--- src/rtl/mem_arbiter.sv ---
// Shares one pipelined memory between I-cache fills and D-cache fills/write-throughs.
// Fill done 9+MEM_LAT cycles after grant request, write done after 2; losers wait with stall held high.
module mem_arbiter #(
  parameter int  WORDS_PER_BLOCK = 8,
  parameter int  MEM_LAT         = 4,
  localparam int OFF_W           = $clog2(WORDS_PER_BLOCK)
) (
  input  logic             clk,
  input  logic             rst,
  input  logic             i_miss,
  input  logic [15:0]      i_addr,
  input  logic             d_miss,
  input  logic [15:0]      d_addr,
  input  logic             d_wr,
  input  logic [15:0]      d_wdata,
  input  logic [15:0]      mem_rdata,
  input  logic             mem_valid,
  output logic [15:0]      mem_addr,
  output logic             mem_en,
  output logic             mem_wr,
  output logic [15:0]      mem_wdata,
  output logic [15:0]      fill_data,
  output logic [OFF_W-1:0] fill_offset,
  output logic             i_fill_we,
  output logic             d_fill_we,
  output logic             i_done,
  output logic             d_done,
  output logic             i_stall,
  output logic             d_stall,
  output logic             busy
);

  localparam int          ISS_W    = OFF_W + 1;
  localparam int          DRN_W    = (MEM_LAT > 1) ? $clog2(MEM_LAT) : 1;
  localparam logic [15:0] BLK_MASK = ~16'(2 * WORDS_PER_BLOCK - 1);

  typedef enum logic [2:0] {S_DRAIN, S_IDLE, S_WRITE, S_FILL, S_DONE} state_t;

  state_t             state_q, state_d;
  logic [ISS_W-1:0]   iss_q, iss_d;
  logic [OFF_W-1:0]   rcv_q, rcv_d;
  logic [DRN_W-1:0]   drn_q, drn_d;
  logic               own_d_q, own_d_d;
  logic [15:0]        addr_q, addr_d;
  logic [15:0]        wdata_q, wdata_d;
  logic               i_skip_q, i_skip_d;

  logic               grant_wr, grant_i, grant_d;
  logic               issuing, fill_vld, done_vld;

  // i_skip lets a passed-over I request beat the next D fill (writes still win).
  assign grant_wr = d_wr;
  assign grant_i  = ~d_wr & i_miss & (i_skip_q | ~d_miss);
  assign grant_d  = ~d_wr & ~grant_i & d_miss;

  always_comb begin
    state_d  = state_q;
    iss_d    = iss_q;
    rcv_d    = rcv_q;
    drn_d    = drn_q;
    own_d_d  = own_d_q;
    addr_d   = addr_q;
    wdata_d  = wdata_q;
    i_skip_d = i_skip_q;
    case (state_q)
      S_DRAIN: begin
        if (drn_q == DRN_W'(MEM_LAT - 1)) begin
          drn_d   = '0;
          state_d = S_IDLE;
        end else begin
          drn_d = drn_q + 1'b1;
        end
      end
      S_IDLE: begin
        if (grant_wr | grant_i | grant_d) begin
          own_d_d  = ~grant_i;
          addr_d   = grant_i ? i_addr : d_addr;
          wdata_d  = d_wdata;
          iss_d    = '0;
          rcv_d    = '0;
          i_skip_d = grant_i ? 1'b0 : (i_skip_q | i_miss);
          state_d  = grant_wr ? S_WRITE : S_FILL;
        end
      end
      S_WRITE: state_d = S_DONE;
      S_FILL: begin
        if (iss_q != ISS_W'(WORDS_PER_BLOCK)) iss_d = iss_q + 1'b1;
        if (mem_valid) begin
          rcv_d = rcv_q + 1'b1;
          if (rcv_q == OFF_W'(WORDS_PER_BLOCK - 1)) state_d = S_DONE;
        end
      end
      S_DONE:  state_d = S_IDLE;
      default: state_d = S_DRAIN;
    endcase
  end

  always_ff @(posedge clk) begin
    if (rst) begin
      state_q  <= S_DRAIN;
      iss_q    <= '0;
      rcv_q    <= '0;
      drn_q    <= '0;
      own_d_q  <= 1'b0;
      addr_q   <= '0;
      wdata_q  <= '0;
      i_skip_q <= 1'b0;
    end else begin
      state_q  <= state_d;
      iss_q    <= iss_d;
      rcv_q    <= rcv_d;
      drn_q    <= drn_d;
      own_d_q  <= own_d_d;
      addr_q   <= addr_d;
      wdata_q  <= wdata_d;
      i_skip_q <= i_skip_d;
    end
  end

  // Gating with rst makes an abort take effect in the very cycle reset is raised.
  assign issuing  = (state_q == S_FILL) && (iss_q != ISS_W'(WORDS_PER_BLOCK));
  assign fill_vld = ~rst & (state_q == S_FILL) & mem_valid;
  assign done_vld = ~rst & (state_q == S_DONE);

  assign mem_en    = ~rst & ((state_q == S_WRITE) | issuing);
  assign mem_wr    = ~rst & (state_q == S_WRITE);
  assign mem_addr  = !mem_en ? 16'h0000 :
                     (state_q == S_WRITE) ? addr_q :
                     (addr_q & BLK_MASK) + 16'({iss_q[OFF_W-1:0], 1'b0});
  assign mem_wdata = wdata_q;

  assign fill_data   = mem_rdata;
  assign fill_offset = rcv_q;
  assign i_fill_we   = fill_vld & ~own_d_q;
  assign d_fill_we   = fill_vld & own_d_q;
  assign i_done      = done_vld & ~own_d_q;
  assign d_done      = done_vld & own_d_q;

  assign i_stall = i_miss & ~i_done;
  assign d_stall = (d_miss | d_wr) & ~d_done;
  assign busy    = (state_q != S_IDLE);

endmodule

--- config.mk ---
export PLATFORM = sky130hd
export DESIGN_NAME = mem_arbiter
export DESIGN_NICKNAME = d
export VERILOG_FILES = /design/src/rtl/mem_arbiter.sv
export SDC_FILE = /design/constraint.sdc
export NUM_CORES = 1
export LEC_CHECK = 0
export ABC_AREA = 0
export BUFFER_PORTS_ARGS = -buffer_cell sky130_fd_sc_hd__buf_2
export CORE_ASPECT_RATIO = 0.7
export CORE_MARGIN = 2
export CORE_UTILIZATION = 48
export DETAILED_ROUTE_END_ITERATION = 7
export GPL_TIMING_DRIVEN = 0
export PLACE_DENSITY = 0.85
export SLEW_MARGIN = 10
export SYNTH_ARGS = -nofsm -noshare
export SYNTH_HDL_FRONTEND = slang
export SYNTH_SLANG_ARGS = --single-unit
--- constraint.sdc ---
create_clock -name clk -period 4.21 [get_ports clk]
set_input_delay 0 -clock clk [delete_from_list [all_inputs] [get_ports clk]]
set_output_delay 0 -clock clk [all_outputs]
set_load 0.01 [all_outputs]
# After elaboration in Yosys (flattened, before gate mapping)

Cells that the tools add are included.
Widths: inputs -> output; s select.

Add/sub/neg operators: 4
Equal/unequal tests: 13
Multiplexer cells: 17
Bitwise operators: 28
Reduce and logical (&&, ||, !) cells: 7

Operator list:

| kind                | count |
|---|---|
| $mux 16             | 3 |
| $mux 3              | 6 |
| $add 16x4->16       | 1 |
| $and 1x1->1         | 15 |
| $pmux 3 s5          | 1 |
| $ne 2x2->1 const B  | 5 |
| $mux 4              | 2 |
| $pmux 4 s2          | 1 |
| $not 1->1           | 7 |
| $eq 3x2->1 const B  | 2 |
| $eq 3x3->1 const B  | 2 |
| $or 1x1->1          | 6 |
| $pmux 3 s2          | 1 |
| $reduce_and 3->1    | 2 |
| $add 4x1->4 const B | 1 |
| $ne 4x4->1 const B  | 1 |
| $reduce_and 4->1    | 1 |
| $add 3x1->3 const B | 1 |
| $eq 3x1->1 const B  | 1 |
| $logic_not 3->1     | 1 |
| $ne 3x1->1 const B  | 1 |
| $add 2x1->2 const B | 1 |
| $eq 2x2->1 const B  | 1 |
| $mux 1              | 2 |
| other kinds (4)     | 4 |

Register bits after elaboration: 46
Bits of input ports: 70
Output and inout port bits: 60
Word-level logic and storage cells: 77

# Logic depth before layout (Yosys ltp)

Depth in word-level cells: 9
Mapped depth: 7
Gate-level depth less buffers: 6

# Worst setup path before layout

OpenSTA, ideal clock, no wires.

Path kind: register to output
Start point: register iss_q[0]
End point: output mem_addr[10]
Arrival: 1.452 ns
Required time: 4.210 ns
Setup slack: 2.758 ns
Stages on the path, launching flop included: 8
Path buffers: 1
Cell sequence: dfxtp_1 inv_1 ha_1 nand2_1 nor2_1 a211oi_2 buf_2 and2_1

Word-level cells in the longest chain between the ends: 5
Elaborated cells on any way between the ends: 7
Those cells by class: 1 x add/sub; 1 x eq/ne; 2 x mux; 2 x bitwise; 1 x reduce/logical

Ends and longest elaborated chain:

| element                | line | text |
|---|---|---|
| from (decl)            | 40   | `logic [ISS_W-1:0] iss_q, iss_d;` |
| from (signal assigned) | 110  | `iss_q <= iss_d;` |
| $ne 4x4->1             | 121  | `assign issuing = (state_q == S_FILL) && (iss_q != ISS_W'(WORDS_PER_BLOCK));` |
| $logic_and 1x1->1      | 121  |  |
| $or 1x1->1             | 125  | `assign mem_en = ~rst & ((state_q == S_WRITE) \| issuing);` |
| $and 1x1->1            | 125  |  |
| net mem_en             | 19   | `output logic mem_en,` |
| $mux 16                | 127  | `assign mem_addr = !mem_en ? 16'h0000 :` |
| to (decl)              | 18   | `output logic [15:0] mem_addr,` |

The timed path passes the listed nets, and every way through them passes these cells.

# Final worst setup path

Start point: register state_q[1]
End point: register addr_q[12]

Word-level cells in the longest chain between the ends: 2

Ends and longest elaborated chain:

| element                    | line | text |
|---|---|---|
| from (decl)                | 39   | `state_t state_q, state_d;` |
| from (signal assigned)     | 109  | `state_q <= state_d;` |
| $eq 3x1->1                 | 65   | `case (state_q)` |
| $reduce_and 2->1 (no line) | n/a  |  |
| to (signal assigned)       | 114  | `addr_q <= addr_d;` |
| to (decl)                  | 44   | `logic [15:0] addr_q, addr_d;` |

Every way passes these cells.
A chain may end at the register's enable or synchronous reset.

==> impl_metrics.env <==
export IMPL_violations="hold timing"
export IMPL_worstPathMaxFanout=10
export IMPL_ys_ff_latch=46
export IMPL_maxSlewHeadroom=0.536
export IMPL_initial_utilization=0.496
export IMPL_rrSetupSlack_ps=2020
export IMPL_drt_pass1_iterations=4
export IMPL_cp_cell_sequence="buf_2, nor3b_2, o31a_1, buf_4, buf_6, nor2_1, a311oi_2, dlygate4sd3_1"
export IMPL_cp_start_kind="register"
export IMPL_hold_slack_ps=-3.38
export IMPL_fill_cells=366
export IMPL_clock_sinks=46
export IMPL_cts_root_buf="clkbuf_8"
export IMPL_fin_nets=527
export IMPL_layoutNonFillerInstCount=522
export IMPL_tritoncts="done"
export IMPL_reg2regPathDepth=8
export IMPL_syn_area_per_cell_um2=8.16
export IMPL_required_ps=4460
export IMPL_finalHoldViolations=1
export IMPL_grt_pass1_vias=2570
export IMPL_tightest_slew_ps=696
export IMPL_post_dp_cell_area_mm2=0.00303
export IMPL_grt_total_usage=0.264
export IMPL_fmax_mhz=456
export IMPL_synth_top_area_frac=0.388
export IMPL_report_final_slew_viol_count=0
export IMPL_synth_area_leader_cell="dfxtp_1"
export IMPL_period_share=0.520
export IMPL_stdcell_area_mm2=0.00355
export IMPL_dieWidth_um=88.1
export IMPL_gp_congestion=0.830
export IMPL_slowest_delay_ps=580
export IMPL_clk_pin_slew_worst_paths_ps=90
export IMPL_rr_endpoint="addr_q[12]"
export IMPL_drive_gt1_frac=0.362
export IMPL_crit_cells=8
export IMPL_syn_nets=366
export IMPL_cts_setup_buffers=0
export IMPL_peakVddDrop_v=0.000280
export IMPL_crit_family="buffers and inverters"
export IMPL_dp_slack_ps=2480
export IMPL_ios=130
export IMPL_drc_errors=0
export IMPL_slowest_stage="dlygate4sd3_1"
export IMPL_dp_cells=473
export IMPL_die_y_um=62.8
export IMPL_syn_area_mm2=0.00237
export IMPL_clock_latency_ps=300
export IMPL_synthCells=291
export IMPL_cp_end_kind="register"
export IMPL_ys_seq_area_frac=0.388
export IMPL_crit_type="register to register"
export IMPL_fin_tns_setup_ps=0
export IMPL_overflow=0
export IMPL_power_leakage_nw=1.66
export IMPL_rsz0062_at_grt="false"
export IMPL_die_area_mm2=0.00553
export IMPL_crit_arrival_ps=2440
export IMPL_final_util=0.741
export IMPL_hold_class="input pin to register"
export IMPL_setup_ws_ps=2020
export IMPL_status="finished with violations"
export IMPL_drv_cap=0
export IMPL_clockBufferDepth=2
export IMPL_period_needed_ps=2190
export IMPL_io_buffers=113
export IMPL_grt_pass1_wl_um=11700
export IMPL_cts_max_level=2
export IMPL_vias=2631
export IMPL_grt_max_degree=15
export IMPL_startpoint="state_q[1]"
export IMPL_first_iter_violations=174
export IMPL_core_area_mm2=0.00478
export IMPL_area_delta_synth_final_pct=49.4
export IMPL_yosysWarnings=0
export IMPL_critPathCapture="addr_q[12]"
export IMPL_hpwl_um=4590
export IMPL_ys_types=39
export IMPL_viasPerCell=5.04
export IMPL_power_density_mw_per_mm2=470
export IMPL_rr_startpoint="state_q[1]"
export IMPL_wirelength_um=7250
export IMPL_numCtsBuffers=5
export IMPL_setup_viol=0
export IMPL_diodes=0
export IMPL_finClkSkew_ps=7.18
export IMPL_final_antenna_net_count=0
export IMPL_post_drt_wl_per_cell_um=13.9
export IMPL_cts_resized=0
export IMPL_critPathBufInv=4
export IMPL_antenna_found_initial=0
export IMPL_hold_buffers=41
export IMPL_rows=21
export IMPL_synth_area_leaders="dfxtp_1 39%, nand2_1 11%, a311oi_2 8.9%, buf_4 6.0%, nor2_1 4.3%"
worst min path at each step:
stage	from	endpoint	slack, ps	depth (start not counted)
after global placement	mem_rdata[14]	fill_data[14]	180	2
after detailed placement	mem_rdata[12]	fill_data[12]	180	2
after floorplan	rst	mem_wr	60	1
final	d_addr[3]	addr_q[3]	-3	3
after CTS	d_addr[9]	addr_q[9]	0.7	3
after global routing	d_addr[3]	addr_q[3]	5	3
worst register-to-register path: stages (launching register included):
cell and delay [ps]:
dfxtp_1 320, buf_2 170, nor3b_2 280, o31a_1 180, buf_4 160, buf_6 170, nor2_1 60, a311oi_2 240
dlygate4sd3_1 580
state kept, by name, summed over array words and instances, names as in the netlist:
name / flops
mem_wdata: 16
i_skip_q: 1
drn_q: 2
iss_q: 4
fill_offset: 3
addr_q: 16
own_d_q: 1
state_q: 3
routing by layer:
| layer | routed length [um] | share of wire | global-route usage |
|---|---|---|---|
| met1 | 3030 | 0.42 | 0.327 |
| met2 | 3450 | 0.48 | 0.444 |
| met5 | 0 | 0 | 0 |
| met3 | 600 | 0.083 | 0.0621 |
| met4 | 166 | 0.023 | 0.0947 |
area by class of cell:
cell class              count  area [um^2]  share of cell area
inverters                   3         11.3             0.00318
plain buffers              36          228              0.0642
clock inverters             2         37.5              0.0106
clock buffers               6         72.6              0.0205
repair buffers            154          976               0.275
flip-flops and latches     46          921               0.260
multi-input cells         206         1210               0.342
well taps                  69         86.3              0.0243
report_power, final:
part	internal, mW	switching [mW]	total (mW)
Combinational	0.337	0.391	0.728
Sequential	0.547	0.0619	0.608
Clock	0.177	0.153	0.330
Total	1.06	0.606	1.67
cells in the final DEF, fill, tap and decap left out, types with 2 or more instances in the layout:
master,Yosys,routed
ha_1,5,5
inv_1,3,3
buf_2,4,117
nor3_1,7,7
nand2_1,72,72
dfxtp_1,46,46
nor2b_1,5,5
clkbuf_1,10,11
o21ai_0,5,5
nor2_1,27,27
and3b_1,2,2
nor4b_1,2,2
dlygate4sd3_1,0,41
and2_1,16,16
nand2b_1,6,6
a21oi_1,20,20
a22o_1,2,2
mux2i_1,2,2
a311oi_2,14,14
a311oi_1,2,2
a21boi_0,3,3
buf_6,2,2
buf_4,19,19
clkbuf_8,0,5
cells by family after synthesis:
logic type               synth area share
buffers and inverters               0.101
AND/OR/NAND/NOR                     0.278
XOR/XNOR                          0.00369
flip-flops                          0.388
adder cells (fa/ha/maj)            0.0264
AO/OA/AOI/OAI                       0.190
multiplexers                       0.0132
per-stage QoR:
stage                     hold WS, ps  power, mW
after floorplan                  55.4       1.07
after global placement            184       1.22
after detailed placement          184       1.25
after CTS                       0.670       1.65
after global routing             5.11       1.78
final                           -3.38       1.67
cells in the mapped netlist, drive strengths merged:
| cell | number |
|---|---|
| xnor2 | 1 |
| nor4 | 1 |
| nor3 | 7 |
| inv | 3 |
| nand3 | 1 |
| nand4 | 1 |
| o32ai | 1 |
| o21ai | 5 |
| o31ai | 1 |
| a22o | 2 |
| buf | 25 |
| and3b | 2 |
| or2 | 1 |
| o22ai | 1 |
| nor2 | 27 |
| and2 | 16 |
| a21oi | 20 |
| ha | 5 |
| nor2b | 5 |
| or3 | 1 |
| a21boi | 3 |
| nor3b | 2 |
| mux2i | 2 |
| o31a | 1 |
| nor4b | 2 |
| nand2b | 6 |
| a211oi | 2 |
| nand2 | 72 |
| a31oi | 1 |
| clkbuf | 11 |
| dfxtp | 46 |
| mux2 | 1 |
| a311oi | 16 |
Note: power is estimated with default switching activity, not from simulation.
